==> config.mk <==
export PLATFORM = sky130hd
export DESIGN_NAME = vga_fb_write_ctrl_flat
export DESIGN_NICKNAME = d
export VERILOG_FILES = /design/src/rtl/vga_fb_write_ctrl_pkg.sv /design/src/rtl/vga_fb_write_ctrl_if.sv /design/src/rtl/vga_fb_write_ctrl_fill.sv /design/src/rtl/vga_fb_write_ctrl.sv /design/src/flat_wrapper.sv
export SDC_FILE = /design/constraint.sdc
export NUM_CORES = 1
export LEC_CHECK = 0
export CAP_MARGIN = 30
export CORE_ASPECT_RATIO = 1.4
export CORE_UTILIZATION = 40
export DETAILED_ROUTE_END_ITERATION = 10
export HOLD_SLACK_MARGIN = 0.05
export MAX_ROUTING_LAYER = met4
export PLACE_DENSITY = 0.85
export SYNTH_ARGS = -nofsm -noshare
export SYNTH_HDL_FRONTEND = slang
export SYNTH_SLANG_ARGS = --single-unit
==> constraint.sdc <==
create_clock -name clk_clk -period 1.6 [get_ports clk_clk]
set_input_delay 0.24 -clock clk_clk [delete_from_list [all_inputs] [get_ports clk_clk]]
set_output_delay 0.24 -clock clk_clk [all_outputs]
set_load 0.02 [all_outputs]
==> src/rtl/vga_fb_write_ctrl_pkg.sv <==
// Shared defaults, fill FSM encoding and the framebuffer address-wrap helper
// for the VGA framebuffer write scheduler.
package vga_fb_pkg;

    localparam int unsigned FB_ADDR_W    = 19;
    localparam int unsigned FB_DATA_W    = 8;
    localparam int unsigned FB_DEPTH_DEF = 307200;

    typedef enum logic [1:0] {
        FILL_IDLE,
        FILL_RUN,
        FILL_DONE
    } fill_state_e;

    function automatic logic [31:0] wrap_inc(input logic [31:0] a, input logic [31:0] depth);
        return (a + 32'd1 == depth) ? '0 : a + 32'd1;
    endfunction

endpackage

==> src/rtl/vga_fb_write_ctrl_if.sv <==
// Framebuffer write port: registered address/data/valid towards the RAM,
// ready back from it; a transfer happens when fb_we && fb_ready.
interface vga_fb_write_ctrl_if #(
    parameter int unsigned ADDR_W = 19,
    parameter int unsigned DATA_W = 8
) ();

    logic [ADDR_W-1:0] fb_addr;
    logic [DATA_W-1:0] fb_data;
    logic              fb_we;
    logic              fb_ready;

    modport master (output fb_addr, fb_data, fb_we, input fb_ready);
    modport slave  (input fb_addr, fb_data, fb_we, output fb_ready);

endinterface

==> src/rtl/vga_fb_write_ctrl_fill.sv <==
// Rectangle/span fill engine: FSM, wrapping address counter and remaining
// pixel counter, offering one pixel at a time through valid/accept.
module vga_fb_fill
    import vga_fb_pkg::*;
#(
    parameter int unsigned ADDR_W   = FB_ADDR_W,
    parameter int unsigned DATA_W   = FB_DATA_W,
    parameter int unsigned FB_DEPTH = FB_DEPTH_DEF
) (
    input  logic              clk,
    input  logic              rst_n,
    input  logic              fill_start,
    input  logic [ADDR_W-1:0] fill_base,
    input  logic [ADDR_W-1:0] fill_len,
    input  logic [DATA_W-1:0] fill_color,
    input  logic              accept,
    input  logic              xfer,
    output logic              valid,
    output logic [ADDR_W-1:0] addr,
    output logic [DATA_W-1:0] data,
    output logic              busy,
    output logic              done
);

    fill_state_e       state, state_nxt;
    logic [ADDR_W-1:0] cur, rem;
    logic [DATA_W-1:0] color;

    always_ff @(posedge clk or negedge rst_n) begin
        if (!rst_n) state <= FILL_IDLE;
        else        state <= state_nxt;
    end

    // Once rem hits 0 the output register holds the last fill pixel, so the
    // next transfer is that pixel.
    always_comb begin
        state_nxt = state;
        case (state)
            FILL_IDLE: if (fill_start) state_nxt = (fill_len != '0) ? FILL_RUN : FILL_DONE;
            FILL_RUN:  if (rem == '0 && xfer) state_nxt = FILL_DONE;
            FILL_DONE: state_nxt = FILL_IDLE;
            default:   state_nxt = FILL_IDLE;
        endcase
    end

    always_ff @(posedge clk or negedge rst_n) begin
        if (!rst_n) begin
            cur   <= '0;
            rem   <= '0;
            color <= '0;
        end else if (state == FILL_IDLE && fill_start) begin
            cur   <= (fill_base >= ADDR_W'(FB_DEPTH)) ? fill_base - ADDR_W'(FB_DEPTH) : fill_base;
            rem   <= fill_len;
            color <= fill_color;
        end else if (accept) begin
            cur   <= ADDR_W'(wrap_inc(32'(cur), 32'(FB_DEPTH)));
            rem   <= rem - ADDR_W'(1);
        end
    end

    assign valid = (state == FILL_RUN) && (rem != '0);
    assign addr  = cur;
    assign data  = color;
    assign busy  = (state != FILL_IDLE);
    assign done  = (state == FILL_DONE);

endmodule

==> src/rtl/vga_fb_write_ctrl.sv <==
// VGA framebuffer write scheduler: PIO edge writes (1-entry pend) win over
// the fill engine; the fill engine exists only when VGA_FB_FILL_EN is defined.
module vga_fb_write_ctrl
    import vga_fb_pkg::*;
#(
    parameter int unsigned ADDR_W   = FB_ADDR_W,
    parameter int unsigned DATA_W   = FB_DATA_W,
    parameter int unsigned FB_DEPTH = FB_DEPTH_DEF
) (
    input  logic                clk_clk,
    input  logic                reset_reset_n,
    input  logic [ADDR_W-1:0]   pio_addr,
    input  logic [DATA_W-1:0]   pio_data,
    input  logic                pio_we,
    input  logic                fill_start,
    input  logic [ADDR_W-1:0]   fill_base,
    input  logic [ADDR_W-1:0]   fill_len,
    input  logic [DATA_W-1:0]   fill_color,
    output logic                fill_busy,
    output logic                fill_done,
    input  logic                ovf_clr,
    output logic                pio_ovf,
    vga_fb_write_ctrl_if.master fb
);

    logic              we_q, pio_edge;
    logic              pend_valid, pend_drain, pend_take, pio_drop;
    logic [ADDR_W-1:0] pend_addr;
    logic [DATA_W-1:0] pend_data;
    logic              out_we, load_ok, xfer;
    logic [ADDR_W-1:0] out_addr;
    logic [DATA_W-1:0] out_data;
    logic              fill_valid, fill_accept;
    logic [ADDR_W-1:0] fill_addr;
    logic [DATA_W-1:0] fill_data;

    assign pio_edge    = pio_we && !we_q;
    assign load_ok     = !out_we || fb.fb_ready;
    assign xfer        = out_we && fb.fb_ready;
    assign pend_drain  = pend_valid && load_ok;
    assign pend_take   = pio_edge && (!pend_valid || pend_drain);
    assign pio_drop    = pio_edge && pend_valid && !pend_drain;
    assign fill_accept = load_ok && !pend_valid && fill_valid;

    always_ff @(posedge clk_clk or negedge reset_reset_n) begin
        if (!reset_reset_n) begin
            we_q       <= 1'b0;
            pend_valid <= 1'b0;
            pend_addr  <= '0;
            pend_data  <= '0;
            pio_ovf    <= 1'b0;
        end else begin
            we_q <= pio_we;
            if (pend_take) begin
                pend_valid <= 1'b1;
                pend_addr  <= pio_addr;
                pend_data  <= pio_data;
            end else if (pend_drain) begin
                pend_valid <= 1'b0;
            end
            if (ovf_clr)       pio_ovf <= 1'b0;
            else if (pio_drop) pio_ovf <= 1'b1;
        end
    end

    always_ff @(posedge clk_clk or negedge reset_reset_n) begin
        if (!reset_reset_n) begin
            out_we   <= 1'b0;
            out_addr <= '0;
            out_data <= '0;
        end else if (load_ok) begin
            if (pend_valid) begin
                out_we   <= 1'b1;
                out_addr <= pend_addr;
                out_data <= pend_data;
            end else if (fill_valid) begin
                out_we   <= 1'b1;
                out_addr <= fill_addr;
                out_data <= fill_data;
            end else begin
                out_we   <= 1'b0;
            end
        end
    end

    assign fb.fb_we   = out_we;
    assign fb.fb_addr = out_addr;
    assign fb.fb_data = out_data;

`ifdef VGA_FB_FILL_EN
    vga_fb_fill #(
        .ADDR_W   (ADDR_W),
        .DATA_W   (DATA_W),
        .FB_DEPTH (FB_DEPTH)
    ) u_fill (
        .clk        (clk_clk),
        .rst_n      (reset_reset_n),
        .fill_start (fill_start),
        .fill_base  (fill_base),
        .fill_len   (fill_len),
        .fill_color (fill_color),
        .accept     (fill_accept),
        .xfer       (xfer),
        .valid      (fill_valid),
        .addr       (fill_addr),
        .data       (fill_data),
        .busy       (fill_busy),
        .done       (fill_done)
    );
`else
    logic unused_fill;
    assign unused_fill = ^{fill_start, fill_base, fill_len, fill_color, fill_accept, xfer};
    assign fill_valid  = 1'b0;
    assign fill_addr   = '0;
    assign fill_data   = '0;
    assign fill_busy   = 1'b0;
    assign fill_done   = 1'b0;
`endif

endmodule

==> src/flat_wrapper.sv <==
// flat-port wrapper written by rule: the top's interface ports become plain ports
module vga_fb_write_ctrl_flat import vga_fb_pkg::*;
#(
    parameter int unsigned ADDR_W   = FB_ADDR_W,
    parameter int unsigned DATA_W   = FB_DATA_W,
    parameter int unsigned FB_DEPTH = FB_DEPTH_DEF
)
  (clk_clk, reset_reset_n, pio_addr, pio_data, pio_we, fill_start, fill_base, fill_len, fill_color, fill_busy, fill_done, ovf_clr, pio_ovf, fb_fb_addr, fb_fb_data, fb_fb_we, fb_fb_ready);
  vga_fb_write_ctrl_if #(.ADDR_W(ADDR_W), .DATA_W(DATA_W)) fb_i ();
  input  logic clk_clk;
  input  logic reset_reset_n;
  input  logic [ADDR_W-1:0] pio_addr;
  input  logic [DATA_W-1:0] pio_data;
  input  logic pio_we;
  input  logic fill_start;
  input  logic [ADDR_W-1:0] fill_base;
  input  logic [ADDR_W-1:0] fill_len;
  input  logic [DATA_W-1:0] fill_color;
  output logic fill_busy;
  output logic fill_done;
  input  logic ovf_clr;
  output logic pio_ovf;
  output wire logic [$bits(fb_i.fb_addr)-1:0] fb_fb_addr;
  output wire logic [$bits(fb_i.fb_data)-1:0] fb_fb_data;
  output wire logic [$bits(fb_i.fb_we)-1:0] fb_fb_we;
  input wire logic [$bits(fb_i.fb_ready)-1:0] fb_fb_ready;
  assign fb_fb_addr = fb_i.fb_addr;
  assign fb_fb_data = fb_i.fb_data;
  assign fb_fb_we = fb_i.fb_we;
  assign fb_i.fb_ready = fb_fb_ready;
  vga_fb_write_ctrl #(.ADDR_W(ADDR_W), .DATA_W(DATA_W), .FB_DEPTH(FB_DEPTH)) u_core (.clk_clk(clk_clk), .reset_reset_n(reset_reset_n), .pio_addr(pio_addr), .pio_data(pio_data), .pio_we(pio_we), .fill_start(fill_start), .fill_base(fill_base), .fill_len(fill_len), .fill_color(fill_color), .fill_busy(fill_busy), .fill_done(fill_done), .ovf_clr(ovf_clr), .pio_ovf(pio_ovf), .fb(fb_i));
endmodule
==> results of run 1 <==
-- worst min-delay path, delay by kind of cell --
kind / cells / cell delay [ns]
buffers and inverters: 3 / 0.92
-- power by group --
| part | internal [mW] | total (mW) | switching [mW] |
|---|---|---|---|
| registers | 1.82 | 1.99 | 0.173 |
| logic | 0.822 | 1.40 | 0.580 |
| clock network | 0.756 | 1.31 | 0.559 |
-- per-layer routing --
layer  share of wire [%]  vias to the layer above  global-route usage (%)  wire (um)
met3                 5.5                       10                   4.478        217
met1                  45                      643                   18.33       1775
met2                  47                       48                   22.87       1865
met5                   0                        -                       -          0
met4                 2.6                        0                   9.574        104
li1                    -                      597                       -          -
-- synthesized netlist by cell type --
master / instances / area share, %
o21ba_2: 1 / 0.44
dfrtp_1: 58 / 63
nor2_1: 1 / 0.16
buf_12: 2 / 1.7
nand2b_4: 2 / 1.2
conb_1: 1 / 0.16
buf_4: 4 / 1.3
nand3b_2: 1 / 0.49
nand2_1: 1 / 0.16
buf_6: 1 / 0.49
mux2_2: 34 / 17
nand2b_1: 2 / 0.55
nand2_2: 1 / 0.27
mux2_4: 20 / 13
-- stage by stage --
| step | util (%) | worst slack [ns] | TNS [ns] | cells | hold WS [ns] |
|---|---|---|---|---|---|
| after detailed placement | 54.66 | -0.07529 | -0.6606 | 259 | 0.2662 |
| after floorplan | - | 0.2058 | 0 | 130 | -0.05559 |
| after CTS | 58.36 | 0.02665 | 0 | 276 | 0.4382 |
| final | 58.36 | 0.05537 | 0 | 276 | 0.4442 |
| after global routing | 58.36 | 0.002894 | 0 | 276 | 0.4569 |
| after global placement | 54.66 | -0.06620 | -0.6578 | 259 | 0.2640 |
-- layout make-up --
class | instances | area (um^2) | area share (%)
clock inverters | 5 | 53.80 | 1.669
flip-flops and latches | 58 | 1451 | 45.01
well taps | 68 | 85.08 | 2.639
clock buffers | 11 | 141.4 | 4.385
repair buffers | 69 | 726.9 | 22.55
multi-input cells | 65 | 765.7 | 23.75
-- repair_timing --
action                     4_1_cts  5_1_grt
setup buffers                    0        0
hold endpoints to repair        58        0
gates resized for setup          1        0
hold buffers                     1        0
setup endpoints to repair        1        0
-- path summary, 6_finish.rpt --
| kind | depth (start not counted) | to |
|---|---|---|
| worst min register to register | 1 | u_core.pend_addr[3]$_DFFE_PN0P_ |
| worst min-delay path | 3 | u_core.fb.fb_addr[17]$_DFFE_PN0P_ |
| min in group clk_clk | 1 | u_core.we_q$_DFF_PN0_ |
| worst max-delay path | 1 | fb_fb_addr[18] |
| worst max register to register | 4 | u_core.pend_addr[0]$_DFFE_PN0P_ |
| max in group asynchronous | 3 | u_core.pend_addr[3]$_DFFE_PN0P_ |
-- cells by family (layout without fill, tap and decap cells) --
kind of cell / count (synthesis) / count (layout)
other: 1 / 2
multiplexers: 54 / 54
buffers and inverters: 7 / 85
flip-flops: 58 / 58
AND/OR/NAND/NOR: 8 / 8
AO/OA/AOI/OAI: 1 / 1
-- sequential cells by signal, indices dropped and copies added, names as in the netlist --
name               cells
u_core.fb.fb_we        1
u_core.fb.fb_data      8
u_core.fb.fb_addr     19
u_core.pend_valid      1
u_core.pend_addr      19
u_core.pend_data       8
u_core.we_q            1
u_core.pio_ovf         1
==> impl_metrics.yaml, run 1 <==
outcome:
  outcome: "completed"
power_and_ir_drop:
  powerDensity_mw_per_mm2: 1461
  total_power_mw: 4.710
  vdd_ir_drop_max_uv: 671.9
  leakagePower_nw: 1.461
worst_setup_path:
  startpoint_type: "flip-flop"
  crit_buf_inv: 1
  cp.required_ns: 1.36
  setup.worst_path.end_class: "output pin"
  critPathLaunch: "u_core.fb.fb_addr[18]$_DFFE_PN0P_"
  worstReg2RegStart: "u_core.fb.fb_we$_DFFE_PN0P_"
  slowest_stage: "clkdlybuf4s50_1"
  cp_max_fo: 2
  crit_type: "reg -> out"
  slowest_delay_ns: 0.63
  r2r_slack_ns: 0.33
  crit_arrival_ns: 1.30
  path_cells: "clkdlybuf4s50_1"
  path_delay_family: "buffers and inverters"
cells_and_area:
  drive_gt1_share_pct: 39.90
  mostFrequentLayoutCells: "clkdlybuf4s50_1 (58), dfrtp_1 (58), mux2_2 (34)"
  antenna_cells: 0
  design_area_mm2: 0.003224
  fin_nets: 282
  area_growth_pct: 40.51
  num-fill-cells: 440
drt:
  drt_iter0_markers: 104
  wirelength_mm: 3.963
  post_drt_wl_per_cell_um: 14.36
  drt_pass1_iterations: 4
  post-route-drc-count: 0
  ant_nets: 0
  viasPerCell: 4.703
  vias: 1298
clocking:
  cts_sinks: 58
  cts_tree: "done"
  cts_buffers: 9
  cts_root_buf: "clkbuf_8"
  htree_levels: 3
  cts.path.max_buffers: 2
  clk_pin_slew_ns: 0.06
  clk_latency_ns: 0.33
place:
  placement.cell_area_mm2: 0.003020
  portBuffers: 60
  hpwlAfterDp_mm: 2.706
  gp_congestion: 0.6809
global_routing:
  grt_max_degree: 59
  antenna_found_initial: 0
  grt_overflow: 0
  track_usage_pct: 15.47
  grt_pass1_wl_mm: 6.520
  grt_pass1_vias: 1379
yosys:
  synthSimpleGateAreaFrac_pct: 2.835
  synthMuxAreaShare_pct: 29.77
  postSynthCellCount: 129
  ys_seq_area_share_pct: 63.25
  ys_seq_elements: 58
  synthAdderAreaFrac_pct: 0
  synth-compound-area-share_pct: 0.4362
  synth_top_family_by_area: "multiplexers"
  synth_area_mm2: 0.002295
  synth_xor_area_share_pct: 0
  ys_warn_count: 0
  yosys.cell_types.count: 14
  avgSynthCellArea_um2: 17.79
timing:
  finalHoldViolations: 0
  fin_crit_sh_pct: 96.54
  fin_crit_ns: 1.545
  clock_skew_ns: 0.004315
  clock.fmax_ghz: 0.6474
  setup_viol: 0
  slew_violations: 0
  rsz0062_at_grt: "false"
floorplan:
  dieArea_mm2: 0.006048
  die_x_um: 66.02
  coreArea_mm2: 0.005525
  die_height_um: 91.62
  boundaryPins: 110
  rows: 32
  initial_core_util_pct: 41.53
min_path:
  hold_class: "in -> async"
run:
  maxCapViolCount: 0
Note: power is estimated with default switching activity, not from simulation.
==> run 2: changes to the inputs <==
- CTS_BUF_LIST: default -> sky130_fd_sc_hd__clkbuf_4 sky130_fd_sc_hd__clkbuf_8
- SYNTH_HIERARCHICAL: default -> 1
==> impl_metrics.yaml, run 2 <==
outcome:
  outcome: "completed"
yosys:
  yosys.area.top_type: "dfrtp_1"
  yosysMostFrequentCell: "dfrtp_1"
  synthArstFlopShare_pct: 100.0
  synth.area.top_cells: "dfrtp_1 (64%), mux2_2 (17%), mux2_4 (13%)"
  synth_edf_count: 0
  synth_top_area_share_pct: 63.53
  synth_common_cells: "dfrtp_1 (58), mux2_2 (34), mux2_4 (20), buf_4 (4), buf_12 (2)"
  ys_seq_elements: 58
  ys_seq_area_share_pct: 63.53
  ys_warn_count: 6
  postSynthCellCount: 129
  avgSynthCellArea_um2: 17.71
  synth_area_mm2: 0.002285
  ys.flop_type: "dfrtp_1"
  yosys.cell_types.count: 16
place:
  placement.cell_area_mm2: 0.003004
  gp_congestion: 0.6738
  dp_slack_ns: -0.1145
  dp.cells: 261
  hpwlAfterDp_mm: 3.054
  portBuffers: 60
worst_setup_path:
  r2r_slack_ns: 0.24
  setup.worst_path.end_class: "output pin"
  cp.required_ns: 1.36
  slowest_delay_ns: 0.61
  startpoint_type: "flip-flop"
  slowest_stage: "clkdlybuf4s50_1"
  path_cells: "clkdlybuf4s50_1"
  path_delay_family: "buffers and inverters"
  worstReg2RegEnd: "u_core/pend_addr[13]$_DFFE_PN0P_"
  r2r_cells: 4
  worstReg2RegStart: "u_core/pend_valid$_DFFE_PN0P_"
  cp_max_fo: 2
  crit_arrival_ns: 1.29
  crit_buf_inv: 1
  crit_type: "reg -> out"
timing:
  rsz0062_at_grt: "false"
  fin_crit_ns: 1.533
  slew_violations: 0
  setup_ws_ns: 0.06655
  hold_ws_ns: 0.3908
  setup_viol: 0
  fin_crit_sh_pct: 95.84
  setup-tns-final_ns: 0
  finalHoldViolations: 0
  clock.fmax_ghz: 0.6521
  clock_skew_ns: 0.007879
global_routing:
  grt_pass1_vias: 1407
  grt_max_degree: 21
  track_usage_pct: 16.66
  grt_overflow: 0
  antenna_found_initial: 0
  grt_pass1_wl_mm: 6.996
floorplan:
  die_x_um: 65.88
  coreArea_mm2: 0.005525
  initial_core_util_pct: 41.35
  die_height_um: 91.42
  dieArea_mm2: 0.006022
  boundaryPins: 110
  rows: 32
cells_and_area:
  num-fill-cells: 441
  mostFrequentLayoutCells: "clkdlybuf4s50_1 (58), dfrtp_1 (58), mux2_2 (34)"
  multiInputGateArea_um2: 763.2
  finalCoreUtilization_pct: 57.99
  layout.cells.non_filler: 276
  drive_gt1_share_pct: 39.90
  antenna_cells: 0
  fin_nets: 284
  area_growth_pct: 40.25
  ff_latch_area_mm2: 0.001451
  design_area_mm2: 0.003204
drt:
  viasPerCell: 4.790
  post_drt_wl_per_cell_um: 15.41
  post-route-drc-count: 0
  wirelength_mm: 4.253
  drt_pass1_iterations: 2
  vias: 1322
  drt_iter0_markers: 49
  ant_nets: 0
clocking:
  cts_tree: "done"
  postCtsSetupBuffers: 0
  cts_root_buf: "clkbuf_8"
  cts_sinks: 58
  htree_levels: 3
  cts_buffers: 9
  cts.path.max_buffers: 2
  clk_pin_slew_ns: 0.06
  clk_latency_ns: 0.33
power_and_ir_drop:
  vdd_ir_drop_max_uv: 578.2
  total_power_mw: 4.806
  leakagePower_nw: 1.450
  powerDensity_mw_per_mm2: 1500
min_path:
  hold_class: "in -> async"
run:
  maxCapViolCount: 0
## run 2: cell count changes after synthesis, sizes merged
| cell | previous run | this run |
|---|---|---|
| a21o | 0 | 1 |
| nor2b | 0 | 1 |
| o21ba | 1 | 0 |
| nand2b | 4 | 1 |
| nand3b | 1 | 0 |
| a31oi | 0 | 1 |
| and2b | 0 | 1 |
| inv | 0 | 1 |
| buf | 7 | 6 |
| o21ai | 0 | 1 |
## run 2: power by group
| part | leakage (nW) | internal [mW] | switching, mW | total [mW] |
|---|---|---|---|---|
| Clock | 0.101 | 0.781 | 0.531 | 1.31 |
| Combinational | 0.664 | 0.851 | 0.615 | 1.47 |
| Sequential | 0.685 | 1.84 | 0.192 | 2.03 |
## run 2: cell type report
| cell class | instances | area share (%) |
|---|---|---|
| Timing Repair Buffer | 70 | 22.14 |
| Clock buffer | 11 | 4.725 |
| Multi-Input combinational cell | 65 | 23.82 |
| Inverter | 1 | 0.1171 |
| Tap cell | 68 | 2.655 |
| Clock inverter | 3 | 1.250 |
| Sequential cell | 58 | 45.29 |
## run 2: cells by family after synthesis
kind of cell | Yosys count | synth area share [%]
compound gates | 3 | 1.370
mux | 54 | 29.90
other cells | 1 | 0.1641
simple gates | 6 | 1.807
buf+inv | 7 | 3.231
flops | 58 | 63.53
## run 2: timing repair
item,CTS,global route
hold endpoints to repair,17,0
setup endpoints to repair,1,0
hold buffers,1,0
gates resized for setup,1,0
## run 2: per-layer routing
metal	vias to the layer above	routed length [um]	GRT usage, %
met2	45	2211	26.11
met1	668	1743	19.00
met4	0	61	8.152
li1	600	-	-
met5	-	0	-
met3	9	237	5.025
## run 2: worst max path at each step
stage,start,end,slack [ns],cells after the start
after floorplan,u_core/fb.fb_we$_DFFE_PN0P_,u_core/pend_addr[0]$_DFFE_PN0P_,0.13,4
after global placement,fb_fb_ready,u_core/pend_data[1]$_DFFE_PN0P_,-0.11,5
after detailed placement,fb_fb_ready,u_core/pend_addr[13]$_DFFE_PN0P_,-0.11,5
after CTS,u_core/fb.fb_addr[2]$_DFFE_PN0P_,fb_fb_addr[2],0.03,1
after global routing,u_core/fb.fb_addr[6]$_DFFE_PN0P_,fb_fb_addr[6],0.008,1
final,u_core/fb.fb_addr[2]$_DFFE_PN0P_,fb_fb_addr[2],0.07,1
